`src/rtl/uart_pkg.sv`:
```
`default_nettype none
// ---------------------------------------------------------------------------
// uart_pkg : shared types and baud table for the UART receiver | rev 1.0
// ---------------------------------------------------------------------------
package uart_pkg;

  typedef enum logic [2:0] {
    ST_IDLE   = 3'd0,
    ST_START  = 3'd1,
    ST_DATA   = 3'd2,
    ST_PARITY = 3'd3,
    ST_STOP   = 3'd4
  } rx_state_t;

  typedef struct packed {
    logic bit8;
    logic pen;
    logic ohel;
  } frame_cfg_t;

  typedef struct packed {
    logic       ferr;
    logic       perr;
    logic [7:0] data;
  } fifo_entry_t;

  // Selects 12..15 alias the fastest rate.
  function automatic int unsigned baud_rate(input logic [3:0] sel);
    case (sel)
      4'd0:    return 300;
      4'd1:    return 1200;
      4'd2:    return 2400;
      4'd3:    return 4800;
      4'd4:    return 9600;
      4'd5:    return 19200;
      4'd6:    return 38400;
      4'd7:    return 57600;
      4'd8:    return 115200;
      4'd9:    return 230400;
      4'd10:   return 460800;
      default: return 921600;
    endcase
  endfunction

  function automatic int unsigned baud_div(input int unsigned clk_hz, input logic [3:0] sel);
    return clk_hz / baud_rate(sel);
  endfunction

endpackage
`default_nettype wire

```
`src/rtl/uart_rx_fifo_rx_fifo.sv`:
```
`default_nettype none
// ---------------------------------------------------------------------------
// rx_fifo : synchronous show-ahead FIFO of receive entries | rev 1.0
// ---------------------------------------------------------------------------
module rx_fifo
  import uart_pkg::*;
#(
  parameter int unsigned DEPTH = 16
) (
  input  logic                   clk,
  input  logic                   reset,
  input  logic                   i_push,
  input  fifo_entry_t            i_wdata,
  input  logic                   i_pop,
  output fifo_entry_t            o_rdata,
  output logic                   o_empty,
  output logic                   o_full,
  output logic [$clog2(DEPTH):0] o_count
);

  localparam int unsigned AW = $clog2(DEPTH);
  localparam int unsigned CW = AW + 1;

  fifo_entry_t   r_mem [DEPTH];
  logic [AW-1:0] r_wr_ptr;
  logic [AW-1:0] r_rd_ptr;
  logic [CW-1:0] r_count;
  logic          w_pop;
  logic          w_push;

  // A pop frees the slot a same-cycle push needs when full.
  assign w_pop  = i_pop && !o_empty;
  assign w_push = i_push && (!o_full || w_pop);

  always_ff @(posedge clk or posedge reset) begin
    if (reset) begin
      r_wr_ptr <= '0;
      r_rd_ptr <= '0;
      r_count  <= '0;
      for (int i = 0; i < int'(DEPTH); i++) r_mem[i] <= '0;
    end else begin
      if (w_push) begin
        r_mem[r_wr_ptr] <= i_wdata;
        r_wr_ptr        <= r_wr_ptr + 1'b1;
      end
      if (w_pop) r_rd_ptr <= r_rd_ptr + 1'b1;
      case ({w_push, w_pop})
        2'b10:   r_count <= r_count + 1'b1;
        2'b01:   r_count <= r_count - 1'b1;
        default: r_count <= r_count;
      endcase
    end
  end

  assign o_rdata = r_mem[r_rd_ptr];
  assign o_empty = (r_count == '0);
  assign o_full  = (r_count == CW'(DEPTH));
  assign o_count = r_count;

endmodule
`default_nettype wire

```
`src/rtl/uart_rx_fifo.sv`:
```
`default_nettype none
// ---------------------------------------------------------------------------
// uart_rx_fifo : UART receiver with parity/stop checks and buffered output | rev 1.0
// ---------------------------------------------------------------------------
module uart_rx_fifo
  import uart_pkg::*;
#(
  parameter int unsigned CLK_HZ      = 100_000_000,
  parameter int unsigned DEPTH       = 16,
  parameter int unsigned SYNC_STAGES = 2
) (
  input  logic                   clk,
  input  logic                   reset,
  input  logic                   rx_in,
  input  logic [3:0]             baudm,
  input  logic                   bit8,
  input  logic                   pen,
  input  logic                   ohel,
  input  logic                   rd_en,
  input  logic                   clr_ovr,
  output logic [7:0]             rx_data,
  output logic                   rx_perr,
  output logic                   rx_ferr,
  output logic                   rx_valid,
  output logic                   rx_full,
  output logic [$clog2(DEPTH):0] rx_count,
  output logic                   overrun
);

  localparam int unsigned CNT_W = $clog2(CLK_HZ / 300 + 1);

  logic [SYNC_STAGES-1:0] r_sync;
  logic                   r_rx_prev;
  logic                   w_rx;
  rx_state_t              r_state;
  rx_state_t              w_state_nx;
  frame_cfg_t             r_cfg;
  logic [3:0]             r_baud;
  logic [CNT_W-1:0]       r_cnt;
  logic [2:0]             r_bit;
  logic [7:0]             r_data;
  logic                   r_perr;
  logic                   r_ovr;
  logic [CNT_W-1:0]       w_div_idle;
  logic [CNT_W-1:0]       w_div;
  logic                   w_expire;
  logic                   w_last_bit;
  logic                   w_load_half;
  logic                   w_load_div;
  logic                   w_sample_data;
  logic                   w_sample_par;
  logic                   w_push;
  logic                   w_drop;
  logic                   w_empty;
  logic                   w_full;
  fifo_entry_t            w_entry;
  fifo_entry_t            w_head;

  // Unrolls to a mux over elaboration-time constants, no divider.
  function automatic logic [CNT_W-1:0] div_of(input logic [3:0] sel);
    logic [CNT_W-1:0] d;
    d = '0;
    for (int k = 0; k < 16; k++)
      if (sel == 4'(k)) d = CNT_W'(baud_div(CLK_HZ, 4'(k)));
    return d;
  endfunction

  assign w_div_idle = div_of(baudm);
  assign w_div      = div_of(r_baud);
  assign w_rx       = r_sync[SYNC_STAGES-1];
  assign w_expire   = (r_cnt == '0);
  assign w_last_bit = (r_bit == (r_cfg.bit8 ? 3'd7 : 3'd6));

  always_ff @(posedge clk or posedge reset) begin
    if (reset) begin
      r_sync    <= '1;
      r_rx_prev <= 1'b1;
    end else begin
      r_sync    <= {r_sync[SYNC_STAGES-2:0], rx_in};
      r_rx_prev <= w_rx;
    end
  end

  always_ff @(posedge clk or posedge reset) begin
    if (reset) r_state <= ST_IDLE;
    else       r_state <= w_state_nx;
  end

  // Start needs a 1->0 edge, so a held-low break never retriggers.
  always_comb begin
    w_state_nx    = r_state;
    w_load_half   = 1'b0;
    w_load_div    = 1'b0;
    w_sample_data = 1'b0;
    w_sample_par  = 1'b0;
    w_push        = 1'b0;
    case (r_state)
      ST_IDLE: begin
        if (r_rx_prev && !w_rx) begin
          w_load_half = 1'b1;
          w_state_nx  = ST_START;
        end
      end
      ST_START: begin
        if (w_expire) begin
          if (w_rx) begin
            w_state_nx = ST_IDLE;
          end else begin
            w_load_div = 1'b1;
            w_state_nx = ST_DATA;
          end
        end
      end
      ST_DATA: begin
        if (w_expire) begin
          w_sample_data = 1'b1;
          w_load_div    = 1'b1;
          if (w_last_bit) w_state_nx = r_cfg.pen ? ST_PARITY : ST_STOP;
        end
      end
      ST_PARITY: begin
        if (w_expire) begin
          w_sample_par = 1'b1;
          w_load_div   = 1'b1;
          w_state_nx   = ST_STOP;
        end
      end
      ST_STOP: begin
        if (w_expire) begin
          w_push     = 1'b1;
          w_state_nx = ST_IDLE;
        end
      end
      default: w_state_nx = ST_IDLE;
    endcase
  end

  always_ff @(posedge clk or posedge reset) begin
    if (reset) begin
      r_cnt  <= '0;
      r_cfg  <= '0;
      r_baud <= '0;
      r_bit  <= '0;
      r_data <= '0;
      r_perr <= 1'b0;
    end else begin
      if (w_load_half)     r_cnt <= (w_div_idle >> 1) - 1'b1;
      else if (w_load_div) r_cnt <= w_div - 1'b1;
      else if (!w_expire)  r_cnt <= r_cnt - 1'b1;

      if (w_load_half) begin
        r_cfg  <= '{bit8: bit8, pen: pen, ohel: ohel};
        r_baud <= baudm;
        r_bit  <= '0;
        r_data <= '0;
        r_perr <= 1'b0;
      end
      if (w_sample_data) begin
        r_data[r_bit] <= w_rx;
        r_bit         <= r_bit + 1'b1;
      end
      if (w_sample_par) r_perr <= w_rx ^ (^r_data) ^ r_cfg.ohel;
    end
  end

  assign w_entry = '{ferr: ~w_rx, perr: r_perr, data: r_data};
  assign w_drop  = w_push && w_full && !rd_en;

  always_ff @(posedge clk or posedge reset) begin
    if (reset)        r_ovr <= 1'b0;
    else if (w_drop)  r_ovr <= 1'b1;
    else if (clr_ovr) r_ovr <= 1'b0;
  end

  rx_fifo #(.DEPTH(DEPTH)) u_fifo (
    .clk     (clk),
    .reset   (reset),
    .i_push  (w_push),
    .i_wdata (w_entry),
    .i_pop   (rd_en),
    .o_rdata (w_head),
    .o_empty (w_empty),
    .o_full  (w_full),
    .o_count (rx_count)
  );

  assign rx_data  = w_head.data;
  assign rx_perr  = w_head.perr;
  assign rx_ferr  = w_head.ferr;
  assign rx_valid = !w_empty;
  assign rx_full  = w_full;
  assign overrun  = r_ovr;

endmodule
`default_nettype wire
```
`config.mk`:
```
export PLATFORM = sky130hd
export DESIGN_NAME = uart_rx_fifo
export DESIGN_NICKNAME = d
export VERILOG_FILES = /design/src/rtl/uart_pkg.sv /design/src/rtl/uart_rx_fifo_rx_fifo.sv /design/src/rtl/uart_rx_fifo.sv
export SDC_FILE = /design/constraint.sdc
export NUM_CORES = 1
export LEC_CHECK = 0
export CAP_MARGIN = 20
export CORE_ASPECT_RATIO = 2
export CORE_MARGIN = 2
export CORE_UTILIZATION = 55
export CTS_CLUSTER_SIZE = 20
export DETAILED_ROUTE_END_ITERATION = 16
export PLACE_DENSITY = 0.77
export SYNTH_ARGS = -nofsm -noshare
export SYNTH_HDL_FRONTEND = slang
export SYNTH_SLANG_ARGS = --single-unit
export TNS_END_PERCENT = 1
```
`constraint.sdc`:
```
create_clock -name clk -period 15.4 [get_ports clk]
set_input_delay 1.54 -clock clk [delete_from_list [all_inputs] [get_ports clk]]
set_output_delay 1.54 -clock clk [all_outputs]
set_load 0.02 [all_outputs]
```
==> impl_results.rst, run 1 <==
.. list-table::
   :header-rows: 1

   * - Metric
     - Value
   * - Final cycle utilization of the critical path
     - 0.307
   * - Endpoint of the most critical setup path
     - rx_data[5]
   * - Max Cap Viol
     - 0
   * - Sink Count
     - roughly 220
   * - Overall die width
     - 106 um
   * - Crit path top cell by count
     - sky130_fd_sc_hd__mux4_2
   * - Clock buffers created by TritonCTS
     - 20
   * - Drc violations
     - 0
   * - Cells taking the most area after synthesis
     - sky130_fd_sc_hd__dfrtp_1, sky130_fd_sc_hd__mux2_1, sky130_fd_sc_hd__mux4_2
   * - Worst Clk Skew
     - 0.0218 ns
   * - Synthesized area divided by synthesized cell count
     - 12.2 um2
   * - Post-synthesis instance total
     - about 930
   * - Max incr delay on CP
     - roughly 0.63 ns
   * - Share of the synthesized netlist area taken by xor and xnor gates
     - 0.0247
   * - Required time reported for the critical path endpoint
     - between 10 and 15 ns
   * - Total grt overflow
     - 0
   * - Power Density
     - about 140 nW/um2
   * - Vias per cell
     - approximately 6
   * - Wire length after detailed routing
     - 25,900 um
   * - Insertion delay to the later sink of the worst-skew pair
     - between 0.5 and 0.6 ns
   * - Starting utilization of the core area
     - 0.558
   * - HPWL after detailed placement
     - around 18,000 um
   * - Post-cts hold buffer count
     - 0
   * - First-pass GRT wire length
     - roughly 42,000 um
   * - Type of origin of the critical path
     - register
   * - Core Region
     - roughly 20,000 um2
   * - Resized cells post-CTS
     - 0
   * - Ys async rst share
     - 1.00
   * - Number of synthesis warnings
     - 0
   * - Via count of the first global-routing pass
     - approximately 7,800
   * - Simple-gate portion of the synthesized area
     - 0.111
   * - Total number of H-tree levels
     - 1
   * - Origin of the critical flop-to-flop path
     - r_sync[1]$_DFF_PP1_
   * - Final setup slack of the worst path
     - 10.68 ns
   * - Synth top area share
     - 0.473
   * - Diodes inserted
     - 0
   * - CTS Buffer Depth
     - 3
   * - Total leakage power
     - ~0.0058 uW
   * - Number of fill cells
     - 1,622
   * - Aggregate global-route resource usage
     - 0.246
   * - Chain of cells forming the critical path
     - buf_4, mux4_2, mux4_2, clkdlybuf4s50_1
   * - Data arrival time at the worst-slack endpoint
     - ~3.2 ns
   * - Netlist cell types
     - just over 80
   * - CP Capture Type
     - output pin
   * - Adder-Cell Fraction of Synth Area
     - 0.0139
   * - Post-CTS Repair Setup Buffers
     - 0
   * - Largest area contributor in the netlist
     - sky130_fd_sc_hd__dfrtp_1
   * - Num ports
     - 30
   * - Most common library cells after synthesis
     - sky130_fd_sc_hd__dfrtp_1, sky130_fd_sc_hd__mux2_1, sky130_fd_sc_hd__nand2_1, sky130_fd_sc_hd__mux4_2, sky130_fd_sc_hd__clkbuf_1
   * - Post-CTS clock slew at the launch and capture registers of the worst setup and hold paths
     - about 0.070 ns
   * - Port-buffer cells
     - 29
   * - Combinational family with the most area after synthesis
     - multiplexers
   * - Routability Congestion
     - 0.993
   * - Startpoint of the most critical setup path
     - u_fifo.r_rd_ptr[0]$_DFFE_PP0P_
   * - Setup slack at placement
     - 10.67 ns
   * - Path type of the worst min-delay path
     - register to register
   * - Critical-path top delay cell
     - sky130_fd_sc_hd__mux4_2
   * - Net count after synthesis
     - about 960
   * - Clock Root Buffer
     - sky130_fd_sc_hd__clkbuf_16
   * - Remaining antenna violation count after routing
     - 0
   * - Largest fanout on the critical path
     - 43
   * - Compound-cell area share of the yosys netlist
     - 0.0756
   * - Number of antenna violations at the first check in global routing
     - 0
   * - Area of the die
     - 21,900 um2
   * - Standard-cell row count
     - between 70 and 80
   * - Part of the Yosys area used for sequential elements
     - 0.480
   * - First-pass iteration count of the detailed router
     - 5
   * - Outcome
     - completed
   * - Fraction of final layout cells sized beyond drive strength 1
     - 0.151
   * - Internal reg-to-reg setup slack
     - between 10 and 15 ns
   * - Number of nets in the layout
     - ~930
   * - Number of enable flip-flop cells after synthesis
     - 0
   * - Sequential cell area
     - about 5500 um2
   * - Setup TNS Final
     - 0 ns
   * - Maximum number of pins on one net before global-route repair
     - between 90 and 100
   * - Layout Area Growth over Synthesis
     - 8.54%
   * - Slew at the pin with the worst max-slew slack
     - around 0.97 ns
   * - Final setup violation count
     - 0
   * - Peak ir drop on the vdd network
     - between 0.1 and 0.15 mV
   * - Y dimension of the die
     - between 200 and 250 um
   * - Clock tree from TritonCTS
     - built
   * - Fmax
     - about 210 MHz
   * - Shortest period the worst path allows
     - 4.72 ns
   * - Wire length per cell after detailed routing
     - 21.8 um
   * - Tightest slew margin relative to the limit
     - 0.344
   * - Final count of pins violating max slew
     - 0
   * - Crit Reg-Reg Endpoint
     - r_cnt[16]$_DFFE_PP0P_
   * - Class of the most critical setup path
     - register to output pin
   * - FF-to-FF path depth
     - 10
   * - Cell with the most instances after synthesis
     - sky130_fd_sc_hd__dfrtp_1
   * - Fraction of synthesized area in multiplexers
     - 0.256
   * - Initial detailed-routing violation count
     - 276
   * - Post-synth top flop
     - sky130_fd_sc_hd__dfrtp_1
   * - Number of register bits inferred by synthesis
     - between 200 and 250
   * - Final Hold Viols
     - 0
   * - Area of the multi-input gates
     - about 5500 um2
   * - Via total after detailed routing
     - about 7,300
   * - RSZ-0062 raised after global routing
     - false
   * - Cell area after technology mapping
     - around 11,000 um2
[per-layer routing]
metal  global-route usage  up-vias  wire length [um]
met2                0.458      175             14600
li1                     -     3327                 -
met1                0.270     3715              8980
met3               0.0214       88               714
met5                    0        -                 0
met4                0.136        0              1550
[worst max-delay path, delay by kind of cell, from the launching register on]
family / cells / cell delay, ns
flip-flops: 1 / 0.34
buffers and inverters: 2 / 1.16
multiplexers: 2 / 1.11
[cells in the final DEF, fill, tap and decap left out, types with 12 or more instances in the layout]
cell type,n
sky130_fd_sc_hd__a21oi_1,30
sky130_fd_sc_hd__clkbuf_16,21
sky130_fd_sc_hd__clkdlybuf4s50_1,29
sky130_fd_sc_hd__dfrtp_1,213
sky130_fd_sc_hd__inv_1,12
sky130_fd_sc_hd__mux2_1,130
sky130_fd_sc_hd__mux2_2,17
sky130_fd_sc_hd__mux2i_1,12
sky130_fd_sc_hd__mux4_2,50
sky130_fd_sc_hd__nand2_1,94
sky130_fd_sc_hd__nand2b_1,12
sky130_fd_sc_hd__nand3_1,16
sky130_fd_sc_hd__nor2_1,35
sky130_fd_sc_hd__nor2b_1,12
sky130_fd_sc_hd__nor3_1,18
sky130_fd_sc_hd__o21ai_0,33
sky130_fd_sc_hd__xnor2_1,22
[worst min path at each step]
stage / from / end / slack (ns) / cells past startpoint
2_1_floorplan: r_sync[0]$_DFF_PP1_ / r_sync[1]$_DFF_PP1_ / 0.35 / 0
3_3_place_gp: r_sync[0]$_DFF_PP1_ / r_sync[1]$_DFF_PP1_ / 0.36 / 0
6_report: r_sync[0]$_DFF_PP1_ / r_sync[1]$_DFF_PP1_ / 0.37 / 0
4_1_cts: r_sync[0]$_DFF_PP1_ / r_sync[1]$_DFF_PP1_ / 0.37 / 0
5_1_grt: r_sync[0]$_DFF_PP1_ / r_sync[1]$_DFF_PP1_ / 0.37 / 0
3_5_place_dp: r_sync[0]$_DFF_PP1_ / r_sync[1]$_DFF_PP1_ / 0.36 / 0
[state kept, by name, summed over array words and instances (netlist names), 4 cells and up]
register,cells
u_fifo.r_mem,160
u_fifo.r_rd_ptr,4
u_fifo.o_count,5
r_cnt,19
r_baud,4
u_fifo.r_wr_ptr,4
r_data,8
[power breakdown]
| group | total, uW | leakage [uW] | switching (uW) | internal [uW] |
|---|---|---|---|---|
| registers | 727 | 0.00297 | 105 | 621 |
| clock network | 522 | 0.000332 | 213 | 309 |
| logic | 493 | 0.00246 | 281 | 212 |
| total | 1740 | 0.00576 | 600 | 1140 |
[cells by family after synthesis]
kind of cell / after synthesis
AND/OR/NAND/NOR: 241
XOR/XNOR: 32
AO/OA/AOI/OAI: 128
buffers and inverters: 93
multiplexers: 210
flip-flops: 218
adder cells (fa/ha/maj): 12
[layout make-up]
class,count,share of cell area
Clock buffer,26,0.0457
Timing Repair Buffer,34,0.0266
Inverter,13,0.00456
Tap cell,266,0.0270
Clock inverter,7,0.00943
Multi-Input combinational cell,623,0.444
Sequential cell,218,0.443
[stage by stage]
| step | util | cell area (um2) | total power, uW | instances | hold slack, ns |
|---|---|---|---|---|---|
| floorplan | - | 11400 | 1090 | 934 | 0.345 |
| detailed placement | 0.572 | 11700 | 1230 | 1154 | 0.362 |
| global route | 0.606 | 12300 | 1830 | 1187 | 0.372 |
| global placement | 0.572 | 11700 | 1220 | 1154 | 0.362 |
| finish | 0.606 | 12300 | 1740 | 1187 | 0.371 |
| CTS | 0.606 | 12300 | 1750 | 1187 | 0.371 |
No activity file was read; power rests on OpenSTA's default activity.
==> run 2, diff against run 1 <==
==> constraint.sdc (replaced) <==
create_clock -name clk -period 4.57 [get_ports clk]
set_input_delay 0.457 -clock clk [delete_from_list [all_inputs] [get_ports clk]]
set_output_delay 0.457 -clock clk [all_outputs]
set_load 0.02 [all_outputs]
==> impl_results.rst, run 2 (synthesis results as in run 1) <==
.. list-table::
   :header-rows: 1

   * - Metric
     - Value
   * - First-pass GRT wire length
     - 43,000 um
   * - Top library cells by usage in the layout, fill and taps aside
     - sky130_fd_sc_hd__dfrtp_1, sky130_fd_sc_hd__mux2_1, sky130_fd_sc_hd__nand2_1
   * - Port-buffer cells
     - 29
   * - Crit path top cell by count
     - sky130_fd_sc_hd__mux4_2
   * - Standard-cell row count
     - 74
   * - Sink of the worst hold path
     - r_sync[0]$_DFF_PP1_
   * - Drc violations
     - 0
   * - Outcome
     - completed
   * - Vias per cell
     - ~6.2
   * - Slew at the pin with the worst max-slew slack
     - 0.908 ns
   * - Area of the die
     - between 20,000 and 25,000 um2
   * - Total leakage power
     - approximately 0.0058 uW
   * - Final Hold Viols
     - 0
   * - Fraction of final layout cells sized beyond drive strength 1
     - 0.156
   * - Clock Root Buffer
     - sky130_fd_sc_hd__clkbuf_16
   * - Count of cells along the worst hold path
     - 1
   * - HPWL after detailed placement
     - 18,200 um
   * - Via total after detailed routing
     - 7,419
   * - Worst Clk Skew
     - slightly below 0.006 ns
   * - Aggregate global-route resource usage
     - 0.256
   * - Type of origin of the critical path
     - register
   * - Crit Reg-Reg Endpoint
     - r_cnt[16]$_DFFE_PP0P_
   * - Chain of cells forming the critical path
     - buf_4, mux4_2, mux4_2, clkdlybuf4s50_1
   * - Post-cts hold buffer count
     - 0
   * - Initial detailed-routing violation count
     - roughly 430
   * - Power Density
     - 475 nW/um2
   * - CP Capture Type
     - output pin
   * - Clock tree from TritonCTS
     - built
   * - Remaining antenna violation count after routing
     - 0
   * - Count of buffer and inverter cells on the critical path
     - 2
   * - Sink Count
     - roughly 220
   * - Peak ir drop on the vdd network
     - about 0.4 mV
   * - Post-CTS Repair Setup Buffers
     - 0
   * - Setup slack at placement
     - 1.08 ns
   * - Maximum number of pins on one net before global-route repair
     - between 100 and 150
   * - Largest registers
     - u_fifo.r_mem (160), r_cnt (19), r_data (8)
   * - Number of antenna violations at the first check in global routing
     - 0
   * - CTS Buffer Depth
     - 3
   * - Fmax
     - 276 MHz
   * - Fin Hold WS
     - about 0.37 ns
   * - Y dimension of the die
     - 207 um
   * - Starting utilization of the core area
     - 0.558
   * - Internal reg-to-reg setup slack
     - between 1 and 1.5 ns
   * - Data arrival time at the worst-slack endpoint
     - around 3.2 ns
   * - Wire length per cell after detailed routing
     - 22.6 um
   * - Via count of the first global-routing pass
     - a little under 8,000
   * - Required time reported for the critical path endpoint
     - just over 4 ns
   * - Total power of the final layout
     - between 5000 and 6000 uW
   * - Number of nets in the layout
     - roughly 940
   * - Critical-path top delay cell
     - sky130_fd_sc_hd__buf_4
   * - Routability Congestion
     - roughly 1
   * - Insertion delay to the later sink of the worst-skew pair
     - 0.50 ns
   * - Wire length after detailed routing
     - about 27,000 um
   * - Layout Area Growth over Synthesis
     - 8.83%
   * - Total number of H-tree levels
     - 1
   * - Final cycle utilization of the critical path
     - 0.794
   * - Class of the most critical setup path
     - register to output pin
   * - Number of fill cells
     - around 1,600
   * - Path type of the worst min-delay path
     - primary input to register
   * - Max Cap Viol
     - 0
   * - Num ports
     - 30
   * - Final setup violation count
     - 0
   * - Flip-flop count of the largest register, all copies and words added
     - between 150 and 200
   * - Diodes inserted
     - 0
   * - Register name with the most flops
     - u_fifo.r_mem
   * - Overall die width
     - between 100 and 150 um
   * - Resized cells post-CTS
     - 0
   * - Shortest period the worst path allows
     - 3.63 ns
   * - Setup TNS Final
     - 0 ns
   * - Clock buffers created by TritonCTS
     - 21
   * - Final count of pins violating max slew
     - 0
   * - Min-Delay Startpoint
     - rx_in
   * - Post-CTS clock slew at the launch and capture registers of the worst setup and hold paths
     - 0.06 ns
   * - Total grt overflow
     - 0
   * - Origin of the critical flop-to-flop path
     - r_sync[1]$_DFF_PP1_
   * - Final setup slack of the worst path
     - 0.943 ns
   * - Kind of cell with the highest combined delay on the critical path
     - buffers and inverters
   * - Largest fanout on the critical path
     - between 40 and 50
   * - First-pass iteration count of the detailed router
     - 5
   * - Max incr delay on CP
     - slightly above 0.6 ns
   * - RSZ-0062 raised after global routing
     - false
   * - Tightest slew margin relative to the limit
     - 0.392
   * - Most common cell after layout, fill and taps aside
     - sky130_fd_sc_hd__dfrtp_1
   * - Core Region
     - around 20,000 um2
   * - FF-to-FF path depth
     - 11
run 2: through the flow:
| step | cells | utilization | cell area (um2) |
|---|---|---|---|
| final | 1191 | 0.607 | 12400 |
| after global routing | 1191 | 0.607 | 12400 |
| after CTS | 1191 | 0.607 | 12400 |
| after detailed placement | 1155 | 0.574 | 11700 |
| after global placement | 1155 | 0.574 | 11700 |
| after floorplan | 934 | - | 11400 |
run 2: layout make-up:
cell class / instances / area (um2) / area share
multi-input combinational: 623 / 5480 / 0.443
sequential: 218 / 5460 / 0.441
clock buffer: 28 / 602 / 0.0486
timing repair buffer: 35 / 360 / 0.0291
tap: 266 / 333 / 0.0269
clock inverter: 8 / 82.6 / 0.00667
inverter: 13 / 52.6 / 0.00425
run 2: routing by layer:
layer | track usage | routed length (um) | up-vias
met1 | 0.290 | 9240 | 3735
met2 | 0.460 | 14700 | 250
met5 | 0 | 0 | -
met3 | 0.0330 | 1270 | 105
met4 | 0.140 | 1690 | 0
li1 | - | - | 3329
run 2: power by group:
part	total, uW	internal [uW]	switching (uW)
sequential	2470	2090	376
combinational	1660	725	934
clock	1750	988	759
total	5880	3810	2070
run 2: worst max path at each step:
| stage | from | end | slack [ns] | cells past startpoint |
|---|---|---|---|---|
| after floorplan | reset | overrun$_DFFE_PP0P_ | 1.28 | 1 |
| after global placement | r_sync[1]$_DFF_PP1_ | r_cnt[16]$_DFFE_PP0P_ | 1.09 | 11 |
| after detailed placement | r_sync[1]$_DFF_PP1_ | r_cnt[16]$_DFFE_PP0P_ | 1.08 | 11 |
| after CTS | u_fifo.r_rd_ptr[0]$_DFFE_PP0P_ | rx_data[6] | 0.89 | 4 |
| after global routing | r_sync[1]$_DFF_PP1_ | r_cnt[16]$_DFFE_PP0P_ | 0.71 | 11 |
| final | u_fifo.r_rd_ptr[0]$_DFFE_PP0P_ | rx_data[6] | 0.94 | 4 |
==> run 3, diff against run 2 <==
--- a/config.mk
+++ b/config.mk
@@ -11,7 +11,7 @@
 export CORE_UTILIZATION = 55
 export CTS_CLUSTER_SIZE = 20
 export DETAILED_ROUTE_END_ITERATION = 16
-export PLACE_DENSITY = 0.77
+export PLACE_DENSITY = 0.8
 export SYNTH_ARGS = -nofsm -noshare
 export SYNTH_HDL_FRONTEND = slang
 export SYNTH_SLANG_ARGS = --single-unit
==> constraint.sdc (replaced) <==
create_clock -name clk -period 3.3 [get_ports clk]
set_input_delay 0.33 -clock clk [delete_from_list [all_inputs] [get_ports clk]]
set_output_delay 0.33 -clock clk [all_outputs]
set_load 0.02 [all_outputs]
==> impl_results.rst, run 3 (synthesis results as in run 1) <==
.. list-table::
   :header-rows: 1

   * - Metric
     - Value
   * - Outcome
     - completed
   * - Share of power burned in registers
     - 0.406
   * - Area of the die
     - approximately 22,000 um2
   * - Num ports
     - 30
   * - Crit Reg-Reg Endpoint
     - u_fifo.o_count[4]$_DFFE_PP0P_
   * - Internal reg-to-reg setup slack
     - 0.21 ns
   * - Origin of the critical flop-to-flop path
     - r_cnt[1]$_DFFE_PP0P_
   * - Gr busiest metal
     - met2
   * - Post-CTS clock slew at the launch and capture registers of the worst setup and hold paths
     - about 0.06 ns
   * - Sink of the worst hold path
     - r_sync[0]$_DFF_PP1_
   * - Routability Congestion
     - 0.938
   * - Initial detailed-routing violation count
     - 486
   * - Clock tree from TritonCTS
     - built
   * - Aggregate global-route resource usage
     - 0.258
   * - Top library cells by usage in the layout, fill and taps aside
     - sky130_fd_sc_hd__dfrtp_1, sky130_fd_sc_hd__mux2_1, sky130_fd_sc_hd__nand2_1
   * - Wire length per cell after detailed routing
     - approximately 22 um
   * - CTS Buffer Depth
     - 3
   * - Total leakage power
     - between 0.006 and 0.007 uW
   * - Met2 track utilization from global routing
     - 0.495
   * - Flip-flop count of the largest register, all copies and words added
     - 160
   * - Number of nets in the layout
     - 989
   * - Required time reported for the critical path endpoint
     - between 2 and 3 ns
   * - Wire length after detailed routing
     - roughly 27,000 um
   * - HPWL after detailed placement
     - roughly 20,000 um
   * - Total grt overflow
     - 0
   * - GR met3 Demand/Resource
     - 0.0226
   * - Setup slack at placement
     - roughly 0.25 ns
   * - Min-Delay Startpoint
     - rx_in
   * - Comb power frac
     - 0.308
   * - Total power of the final layout
     - 8300 uW
   * - Worst Clk Skew
     - 0.00840 ns
   * - Core Region
     - about 20,000 um2
   * - Largest registers
     - u_fifo.r_mem (160), r_cnt (19), r_data (8)
   * - Power Density
     - between 600 and 700 nW/um2
   * - Layout Area Growth over Synthesis
     - 12.5%
   * - Final Hold Viols
     - 0
   * - Insertion delay to the later sink of the worst-skew pair
     - slightly below 0.5 ns
   * - Vias per cell
     - ~6.2
   * - Overall die width
     - 106 um
   * - Max Cap Viol
     - 0
   * - Final cycle utilization of the critical path
     - 0.966
   * - CP Capture Type
     - output pin
   * - Class of the most critical setup path
     - register to output pin
   * - Met1 usage
     - 0.273
   * - Via total after detailed routing
     - ~7,700
   * - Setup TNS Final
     - 0 ns
   * - Final setup slack of the worst path
     - approximately 0.11 ns
   * - FF-to-FF path depth
     - 14
   * - Slew at the pin with the worst max-slew slack
     - roughly 0.88 ns
   * - Resized cells post-CTS
     - 0
   * - Post-cts hold buffer count
     - 0
   * - Starting utilization of the core area
     - 0.558
   * - Maximum number of pins on one net before global-route repair
     - between 60 and 70
   * - Remaining antenna violation count after routing
     - 0
   * - Diodes inserted
     - 0
   * - Clock buffers created by TritonCTS
     - 21
   * - Fraction of final layout cells sized beyond drive strength 1
     - 0.198
   * - Standard-cell row count
     - 74
   * - Port-buffer cells
     - 29
   * - # placed instances
     - 1,208
   * - Shortest period the worst path allows
     - approximately 3.2 ns
   * - Type of origin of the critical path
     - register
   * - Fmax
     - between 300 and 400 MHz
   * - Total number of H-tree levels
     - 1
   * - Number of antenna violations at the first check in global routing
     - 0
   * - Path type of the worst min-delay path
     - primary input to register
   * - Final count of pins violating max slew
     - 0
   * - Largest fanout on the critical path
     - 12
   * - Data arrival time at the worst-slack endpoint
     - between 2 and 3 ns
   * - Count of cells along the worst hold path
     - 1
   * - Peak ir drop on the vdd network
     - about 0.57 mV
   * - Y dimension of the die
     - roughly 210 um
   * - Register name with the most flops
     - u_fifo.r_mem
   * - Power spent charging and discharging nets
     - approximately 2900 uW
   * - Final setup violation count
     - 0
   * - Internal power consumption
     - between 5000 and 6000 uW
   * - Post-layout util
     - 0.628
   * - Post-CTS Repair Setup Buffers
     - 0
   * - Switching part of the total
     - 0.344
   * - RSZ-0062 raised after global routing
     - true
   * - Clock Root Buffer
     - sky130_fd_sc_hd__clkbuf_16
   * - Number of fill cells
     - 1,561
   * - Clock network fraction of design power
     - 0.286
   * - Sink Count
     - around 220
   * - Tightest slew margin relative to the limit
     - 0.414
   * - Drc violations
     - 0
   * - Non-filler cells in the finished layout
     - between 1,000 and 1,500
   * - First-pass GRT wire length
     - roughly 44,000 um
   * - First-pass iteration count of the detailed router
     - 5
   * - Most common cell after layout, fill and taps aside
     - sky130_fd_sc_hd__dfrtp_1
   * - Via count of the first global-routing pass
     - ~8,200
run 3: changes by cell type in the layout (fill, tap and decap cells not counted), sizes merged:
cell,previous run,this run
buf,6,59
inv,13,14
bufinv,1,2
clkinv,5,2
run 3: worst max path at each step:
stage                                    from  slack [ns]                       endpoint  cells past startpoint
6_report       u_fifo.r_rd_ptr[0]$_DFFE_PP0P_        0.11                     rx_data[1]                      4
5_1_grt                  r_cnt[1]$_DFFE_PP0P_     -0.0004  u_fifo.o_count[4]$_DFFE_PP0P_                     14
4_1_cts        u_fifo.r_rd_ptr[0]$_DFFE_PP0P_       0.008                     rx_data[5]                      4
3_5_place_dp             r_cnt[1]$_DFFE_PP0P_        0.25  u_fifo.o_count[4]$_DFFE_PP0P_                     14
3_3_place_gp                         baudm[2]        0.27          r_cnt[13]$_DFFE_PP0P_                      9
2_1_floorplan                           reset        0.13            overrun$_DFFE_PP0P_                      1
run 3: worst max-delay path, cell delays in order (launching register included):
cell,delay [ns]
sky130_fd_sc_hd__dfrtp_4,0.57
sky130_fd_sc_hd__buf_12,0.20
sky130_fd_sc_hd__mux4_2,0.53
sky130_fd_sc_hd__mux4_2,0.51
sky130_fd_sc_hd__clkdlybuf4s50_1,0.56
run 3: cell type report:
| cell class | count | area [um2] | area share |
|---|---|---|---|
| inverters | 13 | 52.6 | 0.00411 |
| clock inverters | 7 | 95.1 | 0.00743 |
| repair buffers | 88 | 796 | 0.0622 |
| flip-flops and latches | 218 | 5460 | 0.427 |
| well taps | 266 | 333 | 0.0260 |
| clock buffers | 28 | 572 | 0.0447 |
| multi-input cells | 623 | 5480 | 0.428 |
run 3: power groups by stage:
stage / combinational, uW / clock (uW) / sequential (uW)
floorplan: 1950 / 0 / 3150
global placement: 2520 / 0 / 3390
detailed placement: 2550 / 0 / 3400
CTS: 2560 / 2420 / 3350
global route: 2790 / 2520 / 3390
finish: 2560 / 2380 / 3370
run 3: metal layers:
layer | vias to the layer above | wire, um
li1 | 3430 | -
met4 | 0 | 1530
met1 | 3922 | 9460
met5 | - | 0
met2 | 219 | 15500
met3 | 96 | 897
run 3: through the flow:
stage	instance area, um2	hold WS, ns
after floorplan	11400	0.334
after global placement	12100	0.347
after detailed placement	12100	0.351
after CTS	12800	0.254
after global routing	12800	0.265
final	12800	0.259
